File: config.mk
export PLATFORM = sky130hd
export DESIGN_NAME = lif_membrane
export DESIGN_NICKNAME = d
export VERILOG_FILES = /design/src/rtl/lif_membrane.sv
export SDC_FILE = /design/constraint.sdc
export NUM_CORES = 1
export LEC_CHECK = 0
export CORE_ASPECT_RATIO = 1.2
export CORE_UTILIZATION = 49
export DETAILED_ROUTE_END_ITERATION = 10
export GPL_ROUTABILITY_DRIVEN = 0
export GPL_TIMING_DRIVEN = 0
export PLACE_DENSITY = 0.9
export RECOVER_POWER = 25
export SLEW_MARGIN = 20
export SYNTH_ARGS = -nofsm -noshare
export SYNTH_HDL_FRONTEND = slang
export SYNTH_SLANG_ARGS = --single-unit
File: constraint.sdc
create_clock -name clk -period 6.2 [get_ports clk]
set_input_delay 1.86 -clock clk [delete_from_list [all_inputs] [get_ports clk]]
set_output_delay 1.86 -clock clk [all_outputs]
set_load 0.1 [all_outputs]
File: src/rtl/lif_membrane.sv
// Leaky-integrate-and-fire membrane stage.
// The block holds the membrane potential and presents its leaked value as `u`.
// On each enabled timestep it captures the normalised potential `u_bn` and
// decides whether to fire. Firing uses reset-by-subtraction, and after a spike
// the block counts down a refractory period.
module lif_membrane #(
  parameter int WIDTH            = 6,
  parameter int REFRACTORY_WIDTH = 4,
  parameter int COUNT_WIDTH      = 8
) (
  input  logic                        clk,
  input  logic                        reset,
  input  logic                        enable,
  input  logic signed [WIDTH-1:0]     u_bn,
  input  logic        [WIDTH-2:0]     threshold,
  input  logic        [1:0]           leak_shift,
  input  logic [REFRACTORY_WIDTH-1:0] refractory_period,
  input  logic                        count_clear,
  output logic signed [WIDTH-1:0]     u,
  output logic signed [WIDTH-1:0]     membrane,
  output logic                        spike,
  output logic                        refractory,
  output logic [COUNT_WIDTH-1:0]      spike_count
);

  localparam logic [COUNT_WIDTH-1:0] COUNT_MAX = '1;

  logic signed [WIDTH-1:0]     state;
  logic [REFRACTORY_WIDTH-1:0] ref_cnt;
  logic signed [WIDTH-1:0]     leaked;
  logic signed [WIDTH-1:0]     shifted;
  logic signed [WIDTH-1:0]     thr_ext;
  logic                        idle;
  logic                        fire;

  // The threshold is unsigned, so zero-extend it to a non-negative signed value.
  assign thr_ext = {1'b0, threshold};

  // The refractory counter is zero, so the neuron can integrate or fire this timestep.
  assign idle    = (ref_cnt == '0);

  // Firing depends only on the registered counter and the current inputs.
  // The spike itself comes out of a register, so no output depends on u_bn combinationally.
  assign fire    = enable && idle && (u_bn >= thr_ext);

  // Leak: s - (s >>> k) lies between 0 and s, so it cannot overflow.
  // k = 0 needs its own case because s - (s >>> 0) would give 0, not s.
  always_comb begin
    shifted = state >>> leak_shift;
    leaked  = state;
    if (leak_shift != 2'd0) begin
      leaked = state - shifted;
    end
  end

  assign u          = leaked;
  assign membrane   = state;
  assign refractory = !idle;

  // Update the membrane and the refractory counter, and register the spike pulse.
  always_ff @(posedge clk) begin
    if (reset) begin
      state   <= '0;
      ref_cnt <= '0;
      spike   <= 1'b0;
    end else begin
      spike <= 1'b0;
      if (enable) begin
        if (!idle) begin
          // While refractory, u_bn is ignored and the membrane only leaks.
          state   <= leaked;
          ref_cnt <= ref_cnt - 1'b1;
        end else if (fire) begin
          // u_bn >= threshold >= 0 here, so the difference is non-negative.
          state   <= u_bn - thr_ext;
          ref_cnt <= refractory_period;
          spike   <= 1'b1;
        end else begin
          state <= u_bn;
        end
      end
    end
  end

  // Saturating spike counter; a clear takes priority over a simultaneous spike.
  always_ff @(posedge clk) begin
    if (reset || count_clear) begin
      spike_count <= '0;
    end else if (fire && (spike_count != COUNT_MAX)) begin
      spike_count <= spike_count + 1'b1;
    end
  end

endmodule

==> metrics.txt <==
Mapped Cells 208; dominant synthesized flop cell dfxtp_1; Sink Count 19; Vias/cell 6.09; Reg clk slew, reported paths 110 ps; DRT iter0 DRCs 51; #FFs+latches synth 19; H-tree depth 1; CP Depth 10; number of flops mapped to enable cells by yosys 0; hold_buf cts 0; CP Buf/Inv Count 3; grt ovf 0; CP max FO 6; fillers 269; critical path arrival 4210 ps; sequential fraction of the synthesis area 22.9%; # nets final 287; Wirelength per Cell 13.6 um; Slew Limit Fails 0; largest net degree at the start of global routing 11; Mapped Nets 243; antenna viol nets, final 0; RSZ-0062 raised after global routing no; CTS buffer count 3; die area 3630 um^2; Hold Path Class reg2reg; CP Class in2out; Std-Cell Core Area 3140 um^2; min Tclk post-route 6070 ps; CP Data Required Time 4340 ps; Crit-path slowest cell mux2_2; DRC Markers 0; worst-skew pair later-pin latency 290 ps; number of global-route vias before repair 1559; Tot GR Track Use 24.1%; Max Freq 165 MHz; CTS tree yes; Initial Utilization 53.0%; Synth async-reset ratio 0%; layout cells sized above 1 8.76%; post-CTS setup buffer count 0; wirelength, routed 3900 um; TritonRoute pass-1 iters 4; Setup Viol. Count Final 0; chip width 55.2 um; clk_skew 5.65 ps; Slew @ Worst Pin 975 ps; startpoint types primary input; DPL Wire Length 3140 um; CTS Root Cell clkbuf_4; Die Ht 65.8 um; Ant. Diodes 0; Max-slew headroom 34.8%; final hold vios 0; fin crit share 97.9%; initial antenna violation count 0; Crit. End Element primary output; Mean Syn Cell Area 7.99 um^2; Port Buffers 39; row cnt 22; Synth Warn # 0; setup TNS 0 ps; hold depth 2; Critical Path, Cell by Cell clkbuf_1, mux2_2, a21oi_1, ha_1, nor2b_1, o311a_1, o21ai_0, a22oi_1, inv_1, clkbuf_4; num ports 43; total number of vias 1749; Reg2Reg Depth 9; Area Overhead vs Synth 27.8%; Max-cap violations 0; Max Root-Sink Buffers 2; mapped cell area 1660 um^2; library cells used by synthesis 56; status complete, no violations; first-pass GRT wire length 6650 um; Largest delay share family, worst path compound AO/OA/AOI/OAI gates; # resized after CTS 17; Critical Path Max Stage Delay 390 ps
## cell type report
type	instances	area (um^2)	share of cell area (%)
multi-input cells	164	1200	56.4
flip-flops and latches	19	380	17.9
repair buffers	39	380	17.9
inverters	19	71.3	3.36
well taps	36	45.0	2.12
clock buffers	4	26.3	1.24
plain buffers	6	23.8	1.12
## cells in the mapped netlist (all sizes together) (2+ instances only)
cell / n / area [um^2]
dfxtp: 19 / 380
or3: 3 / 18.8
mux2i: 6 / 60.1
o31ai: 2 / 20.0
a311oi: 3 / 26.3
nor3: 8 / 51.3
clkbuf: 5 / 18.8
ha: 12 / 150
o22ai: 2 / 12.5
o21ai: 12 / 63.8
a21oi: 15 / 75.1
or4: 2 / 15.0
o311a: 2 / 20.0
xor2: 3 / 26.3
nor2: 16 / 60.1
o21bai: 3 / 22.5
and2: 2 / 12.5
nand2b: 3 / 18.8
a22o: 2 / 17.5
nand3: 12 / 60.1
a211oi: 3 / 35.0
a22oi: 2 / 15.0
fa: 2 / 40.0
nor2b: 5 / 31.3
a21o: 2 / 15.0
or2: 3 / 18.8
o211ai: 3 / 22.5
inv: 19 / 71.3
a31oi: 4 / 25.0
nand2: 11 / 41.3
mux4: 2 / 45.0
## per-layer routing
layer | routed length [um] | part of all wire, % | GRT usage, %
met5 | 0 | 0 | 0
met4 | 55 | 1.4 | 9.69
met3 | 158 | 4.1 | 2.53
met2 | 1980 | 51 | 41.6
met1 | 1710 | 44 | 29.4
## kinds of logic after synthesis
logic type | count (synthesis) | share of synthesized area, %
AO/OA/AOI/OAI | 64 | 27.0
XOR/XNOR | 4 | 2.11
adder cells (fa/ha/maj) | 14 | 11.4
buffers and inverters | 25 | 5.72
flip-flops | 19 | 22.9
multiplexers | 9 | 7.00
AND/OR/NAND/NOR | 73 | 23.9
## final timing paths
check                  from              to  slack (ps)
min reg2reg  spike_count[6]  spike_count[6]         490
max reg2reg     membrane[1]     membrane[4]        3720
max           leak_shift[0]            u[5]         130
min          spike_count[6]  spike_count[6]         490
## cells in the final DEF, fill, tap and decap left out, types with 4 or more instances in the layout
cell | netlist | final
mux2i_1 | 6 | 6
clkbuf_1 | 5 | 6
nand3_1 | 12 | 12
inv_1 | 19 | 19
clkdlybuf4s50_1 | 0 | 23
nand2_1 | 11 | 11
nor2b_1 | 5 | 5
nor3_1 | 7 | 7
o21ai_0 | 10 | 9
nor2_1 | 16 | 15
ha_1 | 12 | 12
dfxtp_1 | 19 | 19
dlygate4sd3_1 | 0 | 10
clkbuf_4 | 0 | 4
a31oi_1 | 4 | 4
a21oi_1 | 15 | 14
## through the flow
stage / hold WS [ps] / std cells / setup slack (ps) / util (%) / cell area [um^2]
2_1_floorplan: 472 / 208 / 70.1 / - / 1670
3_3_place_gp: 470 / 283 / -603 / 67.2 / 2110
3_5_place_dp: 491 / 283 / -643 / 67.2 / 2110
4_1_cts: 502 / 287 / 47.8 / 67.7 / 2130
5_1_grt: 550 / 287 / 55.6 / 67.7 / 2120
6_report: 492 / 287 / 132 / 67.7 / 2120
## registers in the layout, indices dropped and copies added, names as in the netlist
signal,cells
spike_count,8
membrane,6
ref_cnt,4
spike,1
## worst reg2reg max path, stage by stage, from the launching register on
cell and delay [ps]:
dfxtp_1 490, mux4_2 290, ha_1 160, inv_1 60, fa_1 410, a21o_1 180
a21oi_1 190, xor2_1 280, a2bb2oi_1 220, a21oi_1 80
Power is left out: the tool's default activity adds up to more than one toggle a clock period on the data nets, which glitch-free logic cannot reach.
